<file path="config.mk">
export PLATFORM = sky130hd
export DESIGN_NAME = bram_scroll_reader
export DESIGN_NICKNAME = d
export VERILOG_FILES = /design/src/rtl/bram_scroll_reader.sv
export SDC_FILE = /design/constraint.sdc
export NUM_CORES = 1
export LEC_CHECK = 0
export BUFFER_PORTS_ARGS = -buffer_cell sky130_fd_sc_hd__buf_4
export CAP_MARGIN = 5
export CORE_ASPECT_RATIO = 0.9
export CORE_MARGIN = 8
export CORE_UTILIZATION = 52
export DETAILED_ROUTE_END_ITERATION = 10
export GPL_TIMING_DRIVEN = 1
export PLACE_DENSITY = 0.79
export SYNTH_ARGS = -nofsm -noshare
export SYNTH_HDL_FRONTEND = slang
export SYNTH_SLANG_ARGS = --single-unit
</file>
<file path="constraint.sdc">
create_clock -name clk -period 2.1 [get_ports clk]
set_clock_uncertainty 0.2 [all_clocks]
set_input_delay 0.21 -clock clk [delete_from_list [all_inputs] [get_ports clk]]
set_output_delay 0.21 -clock clk [all_outputs]
set_load 0.1 [all_outputs]
</file>
<file path="src/rtl/bram_scroll_reader.sv">
// Read side of the dual-port display BRAM: walks a NUM_COLS-wide scroll window
// through port B and hands each column word to the display driver via valid/ready.
module bram_scroll_reader #(
  parameter int ADDR_W     = 4,
  parameter int DATA_W     = 16,
  parameter int NUM_COLS   = 8,
  parameter int SCROLL_DIV = 4,
  localparam int CW = (NUM_COLS   > 1) ? $clog2(NUM_COLS)   : 1,
  localparam int FW = (SCROLL_DIV > 1) ? $clog2(SCROLL_DIV) : 1
) (
  input  logic              clk,
  input  logic              reset_n,
  input  logic              run,
  output logic [ADDR_W-1:0] addrb,
  output logic              enb,
  input  logic [DATA_W-1:0] data_out,
  output logic [DATA_W-1:0] col_data,
  output logic [CW-1:0]     col_idx,
  output logic              col_valid,
  input  logic              col_ready,
  output logic              frame_done,
  output logic [ADDR_W-1:0] offset
);

  localparam logic [CW-1:0] LAST_COL   = CW'(NUM_COLS - 1);
  localparam logic [FW-1:0] LAST_FRAME = FW'(SCROLL_DIV - 1);

  typedef enum logic [1:0] {IDLE, ISSUE, CAPTURE, HOLD} state_t;

  state_t            state;
  logic [CW-1:0]     col;
  logic [FW-1:0]     frame_cnt;
  logic [ADDR_W-1:0] next_offset;

  // Offset the next frame starts from; lets a back-to-back frame use the stepped value.
  always_comb begin
    next_offset = offset;
    if (frame_cnt == LAST_FRAME)
      next_offset = offset + ADDR_W'(1);
  end

  always_ff @(posedge clk or negedge reset_n) begin
    if (!reset_n) begin
      state      <= IDLE;
      addrb      <= '0;
      enb        <= 1'b0;
      col_data   <= '0;
      col_idx    <= '0;
      col_valid  <= 1'b0;
      frame_done <= 1'b0;
      offset     <= '0;
      frame_cnt  <= '0;
      col        <= '0;
    end else begin
      frame_done <= 1'b0;
      case (state)
        IDLE: begin
          if (run) begin
            col   <= '0;
            enb   <= 1'b1;
            addrb <= offset;
            state <= ISSUE;
          end
        end
        ISSUE: begin
          enb   <= 1'b0;
          state <= CAPTURE;
        end
        CAPTURE: begin
          col_data  <= data_out;
          col_idx   <= col;
          col_valid <= 1'b1;
          state     <= HOLD;
        end
        HOLD: begin
          if (col_ready) begin
            col_valid <= 1'b0;
            if (col != LAST_COL) begin
              col   <= col + CW'(1);
              addrb <= offset + ADDR_W'(col) + ADDR_W'(1);
              enb   <= 1'b1;
              state <= ISSUE;
            end else begin
              // Frame boundary: count the frame, step the scroll, and only now look at run.
              frame_done <= 1'b1;
              col        <= '0;
              offset     <= next_offset;
              frame_cnt  <= (frame_cnt == LAST_FRAME) ? '0 : frame_cnt + FW'(1);
              if (run) begin
                enb   <= 1'b1;
                addrb <= next_offset;
                state <= ISSUE;
              end else begin
                state <= IDLE;
              end
            end
          end
        end
        default: state <= IDLE;
      endcase
    end
  end

endmodule

</file>
* After elaboration in Yosys (flattened, before gate mapping)
Index checks and enable logic that the tools add are counted.
Widths: inputs -> output; s select.
** Word-level totals
- Output and inout port bits :: 30
- Input bits :: 20
- Flip-flop bits (word level) :: 37
** Cells by class
- Reduce and logical (&&, ||, !) cells :: 10
- Eq/ne operators :: 8
- Multiplexer cells :: 25
- Add/subtract/negate cells :: 5
- Bitwise gates (word level) :: 1
** Operators by type and width (number)
- $mux 4 :: 5
- $mux 1 :: 9
- $mux 3 :: 3
- $add 4x1->4 const B :: 2
- $pmux 2 s4 :: 1
- $pmux 4 s2 :: 1
- $eq 2x2->1 const B :: 3
- $mux 2 :: 3
- $ne 3x3->1 const B :: 2
- $pmux 3 s2 :: 1
- $reduce_and 2->1 :: 3
- $reduce_and 3->1 :: 2
- $add 4x3->4 :: 1
- $ne 2x2->1 const B :: 2
- $reduce_and 4->1 :: 1
- $reduce_bool 2->1 :: 2
- $add 3x1->3 const B :: 1
- $pmux 1 s3 :: 1
- $reduce_bool 3->1 :: 1
- $add 2x1->2 const B :: 1
- $eq 2x1->1 const B :: 1
- $logic_not 2->1 :: 1
- $pmux 1 s2 :: 1
- $not 1->1 :: 1

* Longest topological paths before layout
- Word-level depth :: 6
- Mapped depth :: 7

* Least setup slack after synthesis
OpenSTA, ideal clock, no wires.
- Kind :: flip-flop to flip-flop
- Start :: reg offset[0]
- End :: reg addrb[2]
- Setup slack :: -0.409 ns
- Path buffers :: 0
- Arrival time :: 2.230 ns
- Data required time :: 1.821 ns
- Stages on the path, launching flop included :: 8
- Path through :: dfrtp_1 -> inv_1 -> ha_1 -> fa_1 -> xor2_1 -> o22ai_1 -> a22oi_1 -> a21oi_1
** Between the ends
- Cells in the longest elaborated chain, start to end :: 6
- Elaborated cells between the ends (all ways) :: 8
- Those cells by class :: add/sub (3); mux (5)
** Ends and longest elaborated chain
- start: declaration :: RTL line 22 : output logic [ADDR_W-1:0] offset
- start signal: assignment :: RTL line 87 : offset <= next_offset;
- branches (longest 3 deep; another with $add 4x3->4)
- $mux 4 (*) :: RTL line 78 : if (col != LAST_COL) begin
- $mux 4 (*) :: RTL line 76 : if (col_ready) begin
- $pmux 4 s2 (*) :: RTL line 56 : case (state)
- end signal: assignment :: RTL line 61 : addrb <= offset;
- end signal: assignment :: RTL line 80 : addrb <= offset + ADDR_W'(col) + ADDR_W'(1);
- end signal: assignment :: RTL line 91 : addrb <= next_offset;
- end: declaration :: RTL line 14 : output logic [ADDR_W-1:0] addrb,
Mark *: on every way between the ends. The select of a mux whose other input is x is not followed.
A chain may end at the register's enable or synchronous reset.

* Worst setup path after layout
- Start :: reg col[0]
- End :: reg addrb[3]
** Between the ends
- Cells in the longest elaborated chain, start to end :: 5
- Elaborated cells between the ends (all ways) :: 8
- Those cells by class :: add/sub (2); eq/ne (2); mux (3); reduce/logical (1)
** Ends and longest elaborated chain
- start: declaration :: RTL line 31 : logic [CW-1:0] col;
- start signal: assignment :: RTL line 79 : col <= col + CW'(1);
- $add 4x3->4 :: RTL line 80
- $add 4x1->4 :: RTL line 80
- $mux 4 :: RTL line 78
- $mux 4 :: RTL line 76
- $pmux 4 s2 :: RTL line 56
Several ways; a longest one is shown, not always the timed one. The select of a mux whose other input is x is not followed.

==> impl_metrics.tcl <==
set metrics [dict create \
    status "complete, no violations" \
    grt_max_degree 38 \
    yosysWarningCount 0 \
    rsz0062_at_grt "no" \
    slew_headroom_pct 69.1 \
    layout-drive-gt1-share_pct 39.3 \
    cpPeakStageDelay_ns 0.42 \
    synth_commonest_cells "37 x dfrtp_1, 19 x mux2_2, 11 x ha_1, 11 x inv_1, 8 x nand2_1" \
    grt_pass1_wl_um 7370 \
    grt-ovfl-total 0 \
    final_nets 266 \
    cts_max_path_buffers 2 \
    synth_cell_types 40 \
    ys_seq_area_share_pct 49.0 \
    drv_cap 0 \
    synth_edf_count 0 \
    die_w_um 79.5 \
    syn_inst 162 \
    avgSynthCellArea_um2 11.7 \
    coreArea_um2 3430 \
    min_period_over_period_pct 93.6 \
    cp.required_ns 2.12 \
    crit_slowest_cell "dfrtp_1" \
    end_kind "flip-flop" \
    start_util_pct 55.1 \
    postCtsSetupBuffers 0 \
    track_usage_pct 16.4 \
    drv_slew 0 \
    synth-main-ff-cell "dfrtp_1" \
    r2r_start "col[0]$_DFFE_PN0P_" \
    ys_ff_latch 37 \
    ant_nets 0 \
    drc_errors 0 \
    vias 1459 \
    synth_top_cell_by_area "dfrtp_1" \
    post_cts_resized 0 \
    port_buffers 49 \
    finalWorstSetupSlack_ns 0.135 \
    areaGrowthSynthToFinish_pct 35.9 \
    hpwl_um 3100 \
    path_class "flip-flop to flip-flop" \
    hp-start "col_ready" \
    instances_no_fill 278 \
    synth_nets 194 \
    cts_tree "yes" \
    path_cells "ha_1, ha_1, o21ba_2, o22ai_4, o2111ai_1, o211ai_2" \
    async_reset_ff_share_pct 100 \
    layout_min_cycle_time_ns 1.96 \
    antenna_found_initial 0 \
    cp_max_fo 8 \
    critPathLaunchType "flip-flop" \
    grt_pass1_vias 1498 \
    fill_cells 228 \
    htree_levels 2 \
    ys_top_cells_by_area "dfrtp_1 49%, mux2_2 11%, ha_1 7.3%, inv_1 2.2%, a22oi_1 2.0%" \
    io_pins 50 \
    place_ws_ns 0.159 \
    clock_latency_ns 0.29 \
    cts_buffers 5 \
    arrival_ns 1.99 \
    placedCellCount 254 \
    setup_violations 0 \
    num_rows 20 \
    drtIter0Drc 122 \
    critPathMostFrequentCell "ha_1" \
    totalWireLength_um 4350 \
    yosysMostFrequentCell "dfrtp_1" \
    fin_setup_tns_ns 0 \
    n_antenna_cell 0 \
    worstMarginPinSlew_ns 0.463 \
    startpoint "col[0]$_DFFE_PN0P_" \
    hold_viol 0 \
    die-height_um 73.2 \
    drtPass1Iterations 4 \
    holdWs_ns 0.0385 \
    cts_num_sinks 37 \
    hp-class "input port to flip-flop" \
    dieArea_um2 5820 \
    fmax_mhz 509 \
    vias_per_cell 5.25 \
    synth_top_cell_area_share_pct 49.0 \
    place_congestion 0.879 \
    clk_pin_slew_ns 0.07 \
    cts-root-buf "clkbuf_8" \
    syn_area_um2 1890 \
    wl_per_cell_um 15.6 \
]
## layout make-up
class	instances	area (µm²)	share of cell area, %
Sequential cell	37	932	36.3
Timing Repair Buffer	71	576	22.4
Multi-Input combinational cell	108	876	34.1
Tap cell	44	55.1	2.15
Inverter	11	41.3	1.61
Clock buffer	7	86.3	3.36
## final timing paths
kind / end / slack (ns) / cells past startpoint
min reg2reg: frame_cnt[1]$_DFFE_PN0P_ / 0.30 / 1
min in group asynchronous: frame_done$_DFF_PN0_ / 0.21 / 2
max reg2reg: addrb[3]$_DFFE_PN0P_ / 0.14 / 6
max in group asynchronous: offset[0]$_DFFE_PN0P_ / 1.14 / 2
min: col_valid$_DFFE_PN0P_ / 0.04 / 2
max: addrb[3]$_DFFE_PN0P_ / 0.14 / 6
## registers in the layout (all words and copies together) (netlist names)
name / flops
addrb: 4
state: 2
frame_done: 1
col_valid: 1
col_idx: 3
col_data: 16
col: 3
offset: 4
frame_cnt: 2
enb: 1
## cells in the final DEF, fill, tap and decap left out, drive strengths merged, types with 2 or more instances in the layout
cell type and n:
buf 54, dfrtp 37, mux2 20, dlygate4sd3 17, inv 11, ha 11
nand2 10, nor2 8, o21ai 8, clkbuf 7, o22ai 6, a22oi 5
a21oi 5, nand3 5, xnor2 3, nand4 3, nor2b 3, o21a 3
o22a 2, a21o 2, or2 2, o211ai 2
## worst max-delay path: cells and delay by family (launching register included)
| family | cells | cell delay, ns |
|---|---|---|
| adders and majority gates | 2 | 0.47 |
| AOI/OAI and AO/OA | 4 | 0.80 |
| DFF | 1 | 0.42 |
## kinds of logic after synthesis
family                     share of synthesized area [%]
muxes                                               11.9
adders and majority gates                           8.35
buffers and inverters                               4.57
and+or+nand+nor                                     9.08
AOI/OAI and AO/OA                                   15.2
xor gates and xnor gates                            1.86
DFF                                                 49.0
## metal layers
layer / global-route usage, % / vias to the layer above / part of all wire (%)
met2: 24.6 / 45 / 47
li1: - / 720 / -
met1: 20.3 / 686 / 44
met4: 8.62 / 0 / 2.1
met3: 5.67 / 8 / 7.2
met5: 0 / - / 0
## timing repair
item,4_1_cts,5_1_grt
endpoints found under the hold margin,53,0
hold buffers,17,0
endpoints found under the setup margin,0,0
## per-stage QoR
| stage | instance area (µm²) | util [%] |
|---|---|---|
| after floorplan | 1890 | - |
| after global placement | 2310 | 67.4 |
| after detailed placement | 2310 | 67.4 |
| after CTS | 2570 | 74.9 |
| after global routing | 2570 | 74.9 |
| final | 2570 | 74.9 |
Power is not shown: default switching activity piles up to over one toggle a cycle in this logic, so the estimate is an artifact.
